==> config.mk <==
export PLATFORM = sky130hd
export DESIGN_NAME = axis_lane_fifo
export DESIGN_NICKNAME = d
export VERILOG_FILES = /design/src/rtl/axis_lane_fifo.sv
export SDC_FILE = /design/constraint.sdc
export NUM_CORES = 1
export LEC_CHECK = 0
export BUFFER_PORTS_ARGS = -buffer_cell sky130_fd_sc_hd__buf_2
export CORE_ASPECT_RATIO = 0.8
export CORE_MARGIN = 5
export CORE_UTILIZATION = 30
export CTS_CLUSTER_DIAMETER = 50
export DETAILED_ROUTE_END_ITERATION = 6
export GPL_ROUTABILITY_DRIVEN = 0
export GPL_TIMING_DRIVEN = 0
export HOLD_SLACK_MARGIN = 0.02
export PLACE_DENSITY = 0.47
export SLEW_MARGIN = 20
export SYNTH_ARGS = -nofsm -noshare
export SYNTH_HDL_FRONTEND = slang
export SYNTH_SLANG_ARGS = --single-unit
export TNS_END_PERCENT = 10
==> constraint.sdc <==
create_clock -name rx_clk -period 7.27 [get_ports rx_clk]
set_input_delay 1.0905 -clock rx_clk [delete_from_list [all_inputs] [get_ports rx_clk]]
set_output_delay 1.0905 -clock rx_clk [all_outputs]
set_load 0.01 [all_outputs]
==> src/rtl/axis_lane_fifo.sv <==
// Per-lane AXI-Stream FWFT receive FIFO; AXIS_LANE_FIFO_FRAME_MODE_EN holds output until a whole frame is stored.
// Latency 1 cycle write-to-tvalid; rx_axis_tready drops when full, independent of tx_axis_tready.
module axis_lane_fifo #(
  parameter int DATA_WIDTH = 32,
  parameter int KEEP_WIDTH = DATA_WIDTH / 8,
  parameter int DEPTH      = 16
) (
  input  logic                    rx_clk,
  input  logic                    rx_rst,
  input  logic                    rx_axis_tvalid,
  output logic                    rx_axis_tready,
  input  logic [DATA_WIDTH-1:0]   rx_axis_tdata,
  input  logic                    rx_axis_tlast,
  input  logic [KEEP_WIDTH-1:0]   rx_axis_tkeep,
  output logic                    tx_axis_tvalid,
  input  logic                    tx_axis_tready,
  output logic [DATA_WIDTH-1:0]   tx_axis_tdata,
  output logic                    tx_axis_tlast,
  output logic [KEEP_WIDTH-1:0]   tx_axis_tkeep,
  output logic [$clog2(DEPTH):0]  fill_level,
  output logic [$clog2(DEPTH):0]  frame_count
);

  localparam int AW = $clog2(DEPTH);
  localparam int PW = AW + 1;
  localparam int EW = DATA_WIDTH + KEEP_WIDTH + 1;
  localparam logic [PW-1:0] FULL_LVL = PW'(DEPTH);
  localparam logic [PW-1:0] ONE      = PW'(1);

  logic [EW-1:0] r_mem [DEPTH];
  logic [PW-1:0] r_wr_ptr;
  logic [PW-1:0] r_rd_ptr;
  logic [PW-1:0] r_fill;
  logic [PW-1:0] r_frames;
  logic          r_rdy;

  logic [EW-1:0] w_head;
  logic          w_empty;
  logic          w_head_last;
  logic          w_tx_vld;
  logic          w_wr;
  logic          w_rd;
  logic          w_frm_inc;
  logic          w_frm_dec;
  logic [PW-1:0] w_fill_nxt;
  logic [PW-1:0] w_frames_nxt;

  assign w_head      = r_mem[r_rd_ptr[AW-1:0]];
  assign w_empty     = (r_fill == '0);
  assign w_head_last = w_head[0];
  assign w_wr        = rx_axis_tvalid & r_rdy;
  assign w_rd        = w_tx_vld & tx_axis_tready;
  assign w_frm_inc   = w_wr & rx_axis_tlast;
  assign w_frm_dec   = w_rd & w_head_last;

  always_comb begin
    w_fill_nxt = r_fill;
    case ({w_wr, w_rd})
      2'b10:   w_fill_nxt = r_fill + ONE;
      2'b01:   w_fill_nxt = r_fill - ONE;
      default: w_fill_nxt = r_fill;
    endcase
  end

  always_comb begin
    w_frames_nxt = r_frames;
    case ({w_frm_inc, w_frm_dec})
      2'b10:   w_frames_nxt = r_frames + ONE;
      2'b01:   w_frames_nxt = r_frames - ONE;
      default: w_frames_nxt = r_frames;
    endcase
  end

  // Ready is registered so it stays low through reset and rises on the first edge after release.
  always_ff @(posedge rx_clk or posedge rx_rst) begin
    if (rx_rst) begin
      r_wr_ptr <= '0;
      r_rd_ptr <= '0;
      r_fill   <= '0;
      r_frames <= '0;
      r_rdy    <= 1'b0;
    end else begin
      if (w_wr) r_wr_ptr <= r_wr_ptr + ONE;
      if (w_rd) r_rd_ptr <= r_rd_ptr + ONE;
      r_fill   <= w_fill_nxt;
      r_frames <= w_frames_nxt;
      r_rdy    <= (w_fill_nxt != FULL_LVL);
    end
  end

  always_ff @(posedge rx_clk) begin
    if (w_wr) r_mem[r_wr_ptr[AW-1:0]] <= {rx_axis_tdata, rx_axis_tkeep, rx_axis_tlast};
  end

`ifdef AXIS_LANE_FIFO_FRAME_MODE_EN
  logic r_release;
  logic r_mid;

  // r_release unblocks a frame too long to ever fit; r_mid keeps a started frame flowing.
  always_ff @(posedge rx_clk or posedge rx_rst) begin
    if (rx_rst) begin
      r_release <= 1'b0;
      r_mid     <= 1'b0;
    end else begin
      r_release <= (r_release & ~w_frm_dec) | ((r_fill == FULL_LVL) && (r_frames == '0));
      if (w_rd) r_mid <= ~w_head_last;
    end
  end

  assign w_tx_vld = ~w_empty & (r_mid | (r_frames != '0) | r_release);
`else
  assign w_tx_vld = ~w_empty;
`endif

  // Head is forced to zero when empty so reset shows clean outputs without clearing storage.
  assign {tx_axis_tdata, tx_axis_tkeep, tx_axis_tlast} = w_empty ? '0 : w_head;
  assign tx_axis_tvalid = w_tx_vld;
  assign rx_axis_tready = r_rdy;
  assign fill_level     = r_fill;
  assign frame_count    = r_frames;

endmodule

Word level (Yosys, flattened, before mapping)
Memory sizes are Yosys's and may differ from the RTL's.
Index checks and enable logic that the tools add are counted.
Word-level totals
  word-level logic and storage cells: 29
  bits in writable memories: 592
  output and inout bits: 49
  memories kept: 1
  bits in registers: 21
  input port bits: 41
Cells by class
  multiplexer cells: 5
  reductions and logical operators: 2
  bitwise logic cells: 5
  add/sub/neg operators: 6
  equal/unequal tests: 5
Memories
  r_mem: words 16, width 37, rd ports 1, clocked after Yosys merged registers in 0, wr ports 1, line 30  | logic [EW-1:0] r_mem [DEPTH];
Operators by type and width (number)
  $mux 37: 1
  $add 5x1->5 const B: 4
  $pmux 5 s2: 2
  $sub 5x1->5 const B: 2
  $logic_not 5->1: 1
  $ne 5x5->1 const B: 1
  $and 1x1->1: 4
  $eq 2x1->1 const B: 2
  $eq 2x2->1 const B: 2
  $mux 1: 2
  $reduce_bool 2->1: 1
  $not 1->1: 1

Depth between registers and ports, before layout
Gate-level depths: netlist of the first run.
  depth after elaboration: 6
  mapped depth: 15
  depth with buffers taken out: 12

Worst setup path before layout of the first run
Ideal clock, no wire load.
  kind: input -> register
  from: input rx_axis_tvalid
  to: memory r_mem[3][0] in the netlist's numbering, enable pin
  arrival time: 4.228 ns
  path slack: 2.565 ns
  path buffers: 1
  cell stages on the path: 4
  required time: 6.793 ns
  setup time: 0.477 ns
  cells stage by stage: and2_1 clkbuf_1 nand2_1 nor3_1
On the way
  word-level cells in the longest chain between the ends: 3
RTL lines
  start, declared: line 10  | input logic rx_axis_tvalid,
  $and 1x1->1: line 51  | assign w_wr = rx_axis_tvalid & r_rdy;
  $mux 1: line 92  | if (w_wr) r_mem[r_wr_ptr[AW-1:0]] <= {rx_axis_tdata, rx_axis_tkeep, rx_axis_tlast};
  $mux 1 (implied by the code): line 92
  end, declared: line 30
Every way passes these cells.

Worst setup path in the final report of the first run
  from: register r_rd_ptr[1]
  to: output tx_axis_tdata[6]
On the way
  word-level cells in the longest chain between the ends: 2
RTL lines
  start, declared: line 32  | logic [PW-1:0] r_rd_ptr;
  start signal, assigned: line 84  | if (w_rd) r_rd_ptr <= r_rd_ptr + ONE;
  $mem_v2 16x37
  $mux 37: line 116  | assign {tx_axis_tdata, tx_axis_tkeep, tx_axis_tlast} = w_empty ? '0 : w_head;
  end, declared: line 17  | output logic [DATA_WIDTH-1:0] tx_axis_tdata,
Every way passes these cells.

==> results of run 1 <==
-- report_power, final --
part / total [mW] / leakage, nW / switching, mW / internal, mW
registers: 4.38 / 5.57 / 0.111 / 4.27
clock network: 3.35 / 1.04 / 1.40 / 1.96
logic: 3.69 / 2.44 / 1.97 / 1.72
total: 11.4 / 9.05 / 3.48 / 7.94
-- cell type report --
| cell class | instances | area [um^2] |
|---|---|---|
| clock inverter | 40 | 373 |
| buffer | 52 | 253 |
| inverter | 5 | 18.8 |
| tap | 1034 | 1290 |
| multi-input combinational | 320 | 5180 |
| clock buffer | 82 | 1800 |
| fill | 7148 | 49900 |
| timing repair buffer | 141 | 1280 |
| antenna | 4 | 10.0 |
| sequential | 611 | 18300 |
-- critical path, stage by stage, from the launching register on --
cell      delay, ps
dfrtp_1         340
clkbuf_1        210
clkbuf_1        550
clkbuf_1        880
mux4_2          430
mux4_2          460
and2_1          230
buf_2           170
-- stage by stage --
stage | hold slack, ps | worst slack [ps] | power (mW) | area [um^2]
3_3_place_gp | 449 | -1530 | 8.11 | 25300
6_report | 460 | 2310 | 11.4 | 28500
4_1_cts | 463 | 2250 | 11.7 | 28400
5_1_grt | 493 | 2100 | 12.0 | 28500
3_5_place_dp | 452 | 2900 | 8.27 | 26300
2_1_floorplan | 504 | 2560 | 6.75 | 23600
-- cells by family after synthesis --
logic type,synth area share (%)
compound gates,0.472
xor+xnor,0.631
fa+ha+maj,0.668
buf+inv,1.13
flops,77.4
mux,17.8
simple gates,1.93
-- state kept, by name, summed over array words and instances (netlist names) --
register        cells
r_mem             592
fill_level          5
frame_count         5
r_rd_ptr            4
r_wr_ptr            4
rx_axis_tready      1
-- layout by cell type (no fill, tap or decap), types with 7 or more instances in the layout --
cell	n
buf_16	13
nand2_1	17
clkinvlp_4	7
clkbuf_16	70
clkinv_1	13
nor2_4	12
mux4_2	184
xnor2_1	11
clkbuf_1	38
edfxtp_1	592
and2_1	37
ha_1	11
buf_2	95
dfrtp_1	19
buf_12	13
buf_4	30
-- worst min path at each step --
| stage | slack (ps) | endpoint | cells after the start |
|---|---|---|---|
| finish | 460 | frame_count[4] | 1 |
| global route | 490 | frame_count[4] | 1 |
| CTS | 460 | frame_count[4] | 1 |
| detailed placement | 450 | frame_count[4] | 1 |
| global placement | 450 | frame_count[4] | 1 |
| floorplan | 500 | frame_count[4] | 1 |
-- metal layers --
layer	vias up	global-route usage [%]	share of wire [%]
li1	4626	-	-
met3	80	2.78	4.5
met4	2	3.77	2.0
met2	239	23.7	50
met5	-	0	0.022
met1	5972	19.2	44
==> results.md, run 1 <==
- CORE AREA: 78400 um^2
- Prevailing post-synth register cell: edfxtp_1
- CP Capture Type: output port
- Reg2Reg Depth: 14
- First-pass detailed-route iteration total: 5
- Crit path max fanout: 10
- Area Growth Syn to Fin: 20.7%
- Gr ovfl total: 0
- Fin nets: 1254
- Synth cell types: 34
- Fin Setup TNS: 0 ps
- Post-Syn Instances: 988
- TritonCTS Buffers: 70
- Tightest Hold Check Type: flip-flop to flip-flop
- Global-route wire length before repair: around 86000 um
- Max_cap viols: 0
- Post-Place Cells: 2162
- Max_slew headroom: 26.1%
- # IOs: 90
- Clock sinks: a little over 600
- Residual DRC: 0
- Core Util, Final: 36.3%
- Maximum VDD drop: between 150 and 200 uV
- Initial DRC count: 933
- CP startpoint: r_rd_ptr[1]
- CTS max path bufs: 3
- Pin count of the biggest net entering global routing: 20
- Power Dens Cells: between 400 and 500 nW/um^2
- Post-route antenna net violation count: 0
- Most common cell in the netlist: edfxtp_1
- Initial antenna violation count: 5
- Fmax: between 200 and 250 MHz
- Top cells by count, synth: 592 x edfxtp_1, 184 x mux4_2, 37 x and2_1
- Gates resized, CTS repair: 0
- Cell Count, Final, Fillers Out: approximately 2300
- Top-area cell type share of the netlist area: 75.4%
- Asr flop ratio synth: 3.11%
- Clock latency at the later pin of the worst-skew pair: 600 ps
- Htree depth: 3
- Leak: 9.05 nW
- Drt wl/cell: 26.0 um
- Top area cells in the synthesized netlist: edfxtp_1 75%, mux4_2 18%, dfrtp_1 2.0%
- Initial Util: a little under a third
- Chip height: 261 um
- Setup CP Type: flip-flop to output port
- Final Cycle Share: 68.2%
- Clock Skew: 19.1 ps
- Yosys reg bits: 611
- Reg clk slew, reported paths: approximately 50 ps
- Synth Warn #: 0
- Via count: 10919
- Fin. Hold Viols: 0
- Drt total wl: roughly 60000 um
- # hold bufs at CTS: 0
- RSZ-0062 raised after global routing: false
- Data arrival time of the worst path: 3870 ps
- Die area: 84400 um^2
- I/O Buffers: 89
- Die Width: 324 um
- Reg2reg start: r_rd_ptr[1]
- Post-Syn Area per Cell: 23.9 um^2
- Syn_nets: 1041
- Layout cell share with drive strength beyond 1: a little under two fifths
- HPWL after detailed placement: 38500 um
- EDFF count, synth: 592
- Post-layout min period: 4960 ps
- Vias per cell: 4.77
- Post-CTS Setup Bufs: 0
- Mapped cell area: 23600 um^2
- Critical Path RT: 6180 ps
- Crit path launch type: flip-flop
- Total GRT Usage: 14.2%
- Std cell rows: 92
- Post-synthesis sequential area ratio: 77.4%
- Slew @ Worst Pin: 1110 ps
- Slew Viols, Final: 0
- Status: completed
- Setup violations, final: 0
- Worst R2R Setup Slack: around 3200 ps
- FF-to-FF End: frame_count[4]
- Clk root buf: clkbuf_16
- Hold Startpoint: frame_count[4]
- Timing endpoint of the critical path: tx_axis_tdata[6]
- Vias in the first global route: 11755
- CTS tree: yes
- Area leader, netlist: edfxtp_1
No activity file was read; power rests on OpenSTA's default activity.
==> run 2, diff against run 1 <==
Settings changed: PLACE_DENSITY 0.47 to 0.48.
Clock period 7.27 ns to 4.35 ns, I/O delays scaled along.
==> results.md, run 2 (synthesized netlist as in run 1, its figures left out) <==
- Data arrival time of the worst path: 3480 ps
- Drt total wl: 59400 um
- Total GRT Usage: 14.2%
- Fin. Hold Viols: 0
- Clock latency at the later pin of the worst-skew pair: 620 ps
- # IOs: 90
- Max_cap viols: 0
- Maximum VDD drop: around 320 uV
- Clock sinks: 611
- TritonCTS Buffers: 75
- Gr ovfl total: 0
- Crit path max fanout: 10
- Worst setup margin: 213 ps
- RSZ-0062 raised after global routing: false
- First-pass detailed-route iteration total: 5
- Tightest Hold Check Type: primary input to asynchronous set/reset pin
- Initial Util: 30.1%
- Die area: ~84000 um^2
- CP Capture Type: output port
- Core Util, Final: 36.6%
- Reg2reg start: r_rd_ptr[0]
- Critical Path RT: around 3700 ps
- Std cell rows: 92
- CORE AREA: 78400 um^2
- Global-route wire length before repair: 86000 um
- Number of flip-flops in the largest register: just under 600
- Area Growth Syn to Fin: 21.7%
- Slew Viols, Final: 0
- Layout cell share with drive strength beyond 1: between 30% and 40%
- Post-CTS Setup Bufs: 0
- Reg clk slew, reported paths: 60 ps
- I/O Buffers: 89
- Status: completed
- # hold bufs at CTS: 0
- Max_slew headroom: 25.5%
- Residual DRC: 0
- Fin nets: between 1000 and 1500
- CTS max path bufs: 3
- CP startpoint: r_rd_ptr[1]
- Vias in the first global route: roughly 12000
- Clk root buf: clkbuf_16
- Via count: 10975
- Power Dens Cells: 681 nW/um^2
- Final instance area: 28700 um^2
- Final Cycle Share: a little over nine tenths
- Chip height: 261 um
- Vias per cell: 4.77
- Fin Setup TNS: 0 ps
- Initial DRC count: 1044
- CTS tree: yes
- Leak: 9.21 nW
- Fmax: 242 MHz
- Commonest non-fill, non-tap cell in the layout: edfxtp_1
- Setup slack at placement: around 290 ps
- Pin count of the biggest net entering global routing: 20
- Post-layout min period: 4140 ps
- Die Width: 324 um
- Drt wl/cell: 25.8 um
- Initial antenna violation count: 4
- Fin Hold WS: 206 ps
- Slew @ Worst Pin: 1120 ps
- Htree depth: 3
- Post-route antenna net violation count: 0
- Setup CP Type: flip-flop to output port
- Post-DP Area: roughly 26000 um^2
- Clock Skew: around 21 ps
- Crit path launch type: flip-flop
- Most frequent cells in the layout: 592 x edfxtp_1, 184 x mux4_2, 95 x buf_2
- Setup violations, final: 0
- HPWL after detailed placement: 38000 um
run 2: changes by cell type in the layout (fill, tap and decap cells not counted), sizes merged:
cell | previous run | this run
clkbuf | 112 | 119
clkdlybuf4s15 | 0 | 1
clkinv | 22 | 29
bufinv | 5 | 6
buf | 163 | 159
diode | 4 | 2
inv | 11 | 17
clkinvlp | 7 | 3
run 2: cell type report:
cell class | instances | area, um^2
Fill cell | 7083 | 49700
Sequential cell | 611 | 18300
Multi-Input combinational cell | 320 | 5180
Clock buffer | 86 | 1960
Tap cell | 1034 | 1290
Timing Repair Buffer | 141 | 1270
Clock inverter | 50 | 457
Buffer | 52 | 270
Inverter | 5 | 18.8
Antenna cell | 2 | 5.00
run 2: routing by layer:
metal  up-vias  wire, um  track usage [%]
met4         2      1150             3.35
met2       285     28800             22.8
met1      5962     26600             20.1
met5         -         7                0
met3        85      2860             2.97
li1       4641         -                -
run 2: path summary, 6_finish.rpt:
| check | slack, ps | cells past startpoint | endpoint |
|---|---|---|---|
| max | 210 | 7 | tx_axis_tdata[20] |
| min reg2reg | 460 | 1 | frame_count[4] |
| min in group rx_clk | 410 | 1 | r_mem[3][23] |
| min | 210 | 2 | r_rd_ptr[3] |
| max reg2reg | 540 | 13 | frame_count[4] |
| max in group asynchronous | 3610 | 2 | frame_count[2] |
run 2: what timing repair did:
action	CTS	global route
hold endpoints to repair	0	0
pin swaps	0	0
resized for setup	6	8
endpoints found under the setup margin	36	31
run 2: worst max-delay path, stage by stage (launching register included):
cell and delay (ps):
dfrtp_1 350, clkbuf_1 210, clkbuf_2 330, clkbuf_1 740
mux4_2 410, mux4_2 510, and2_1 190, buf_2 140
run 2: report_power, final:
group	internal (mW)	total [mW]	switching (mW)
clock network	3.62	6.05	2.43
logic	2.87	6.19	3.32
registers	7.13	7.32	0.182
total	13.6	19.6	5.94
run 2: through the flow:
step	std cells	power, mW
2_1_floorplan	988	11.3
3_3_place_gp	2111	13.5
3_5_place_dp	2163	13.8
4_1_cts	2299	19.9
5_1_grt	2299	20.5
6_report	2301	19.6
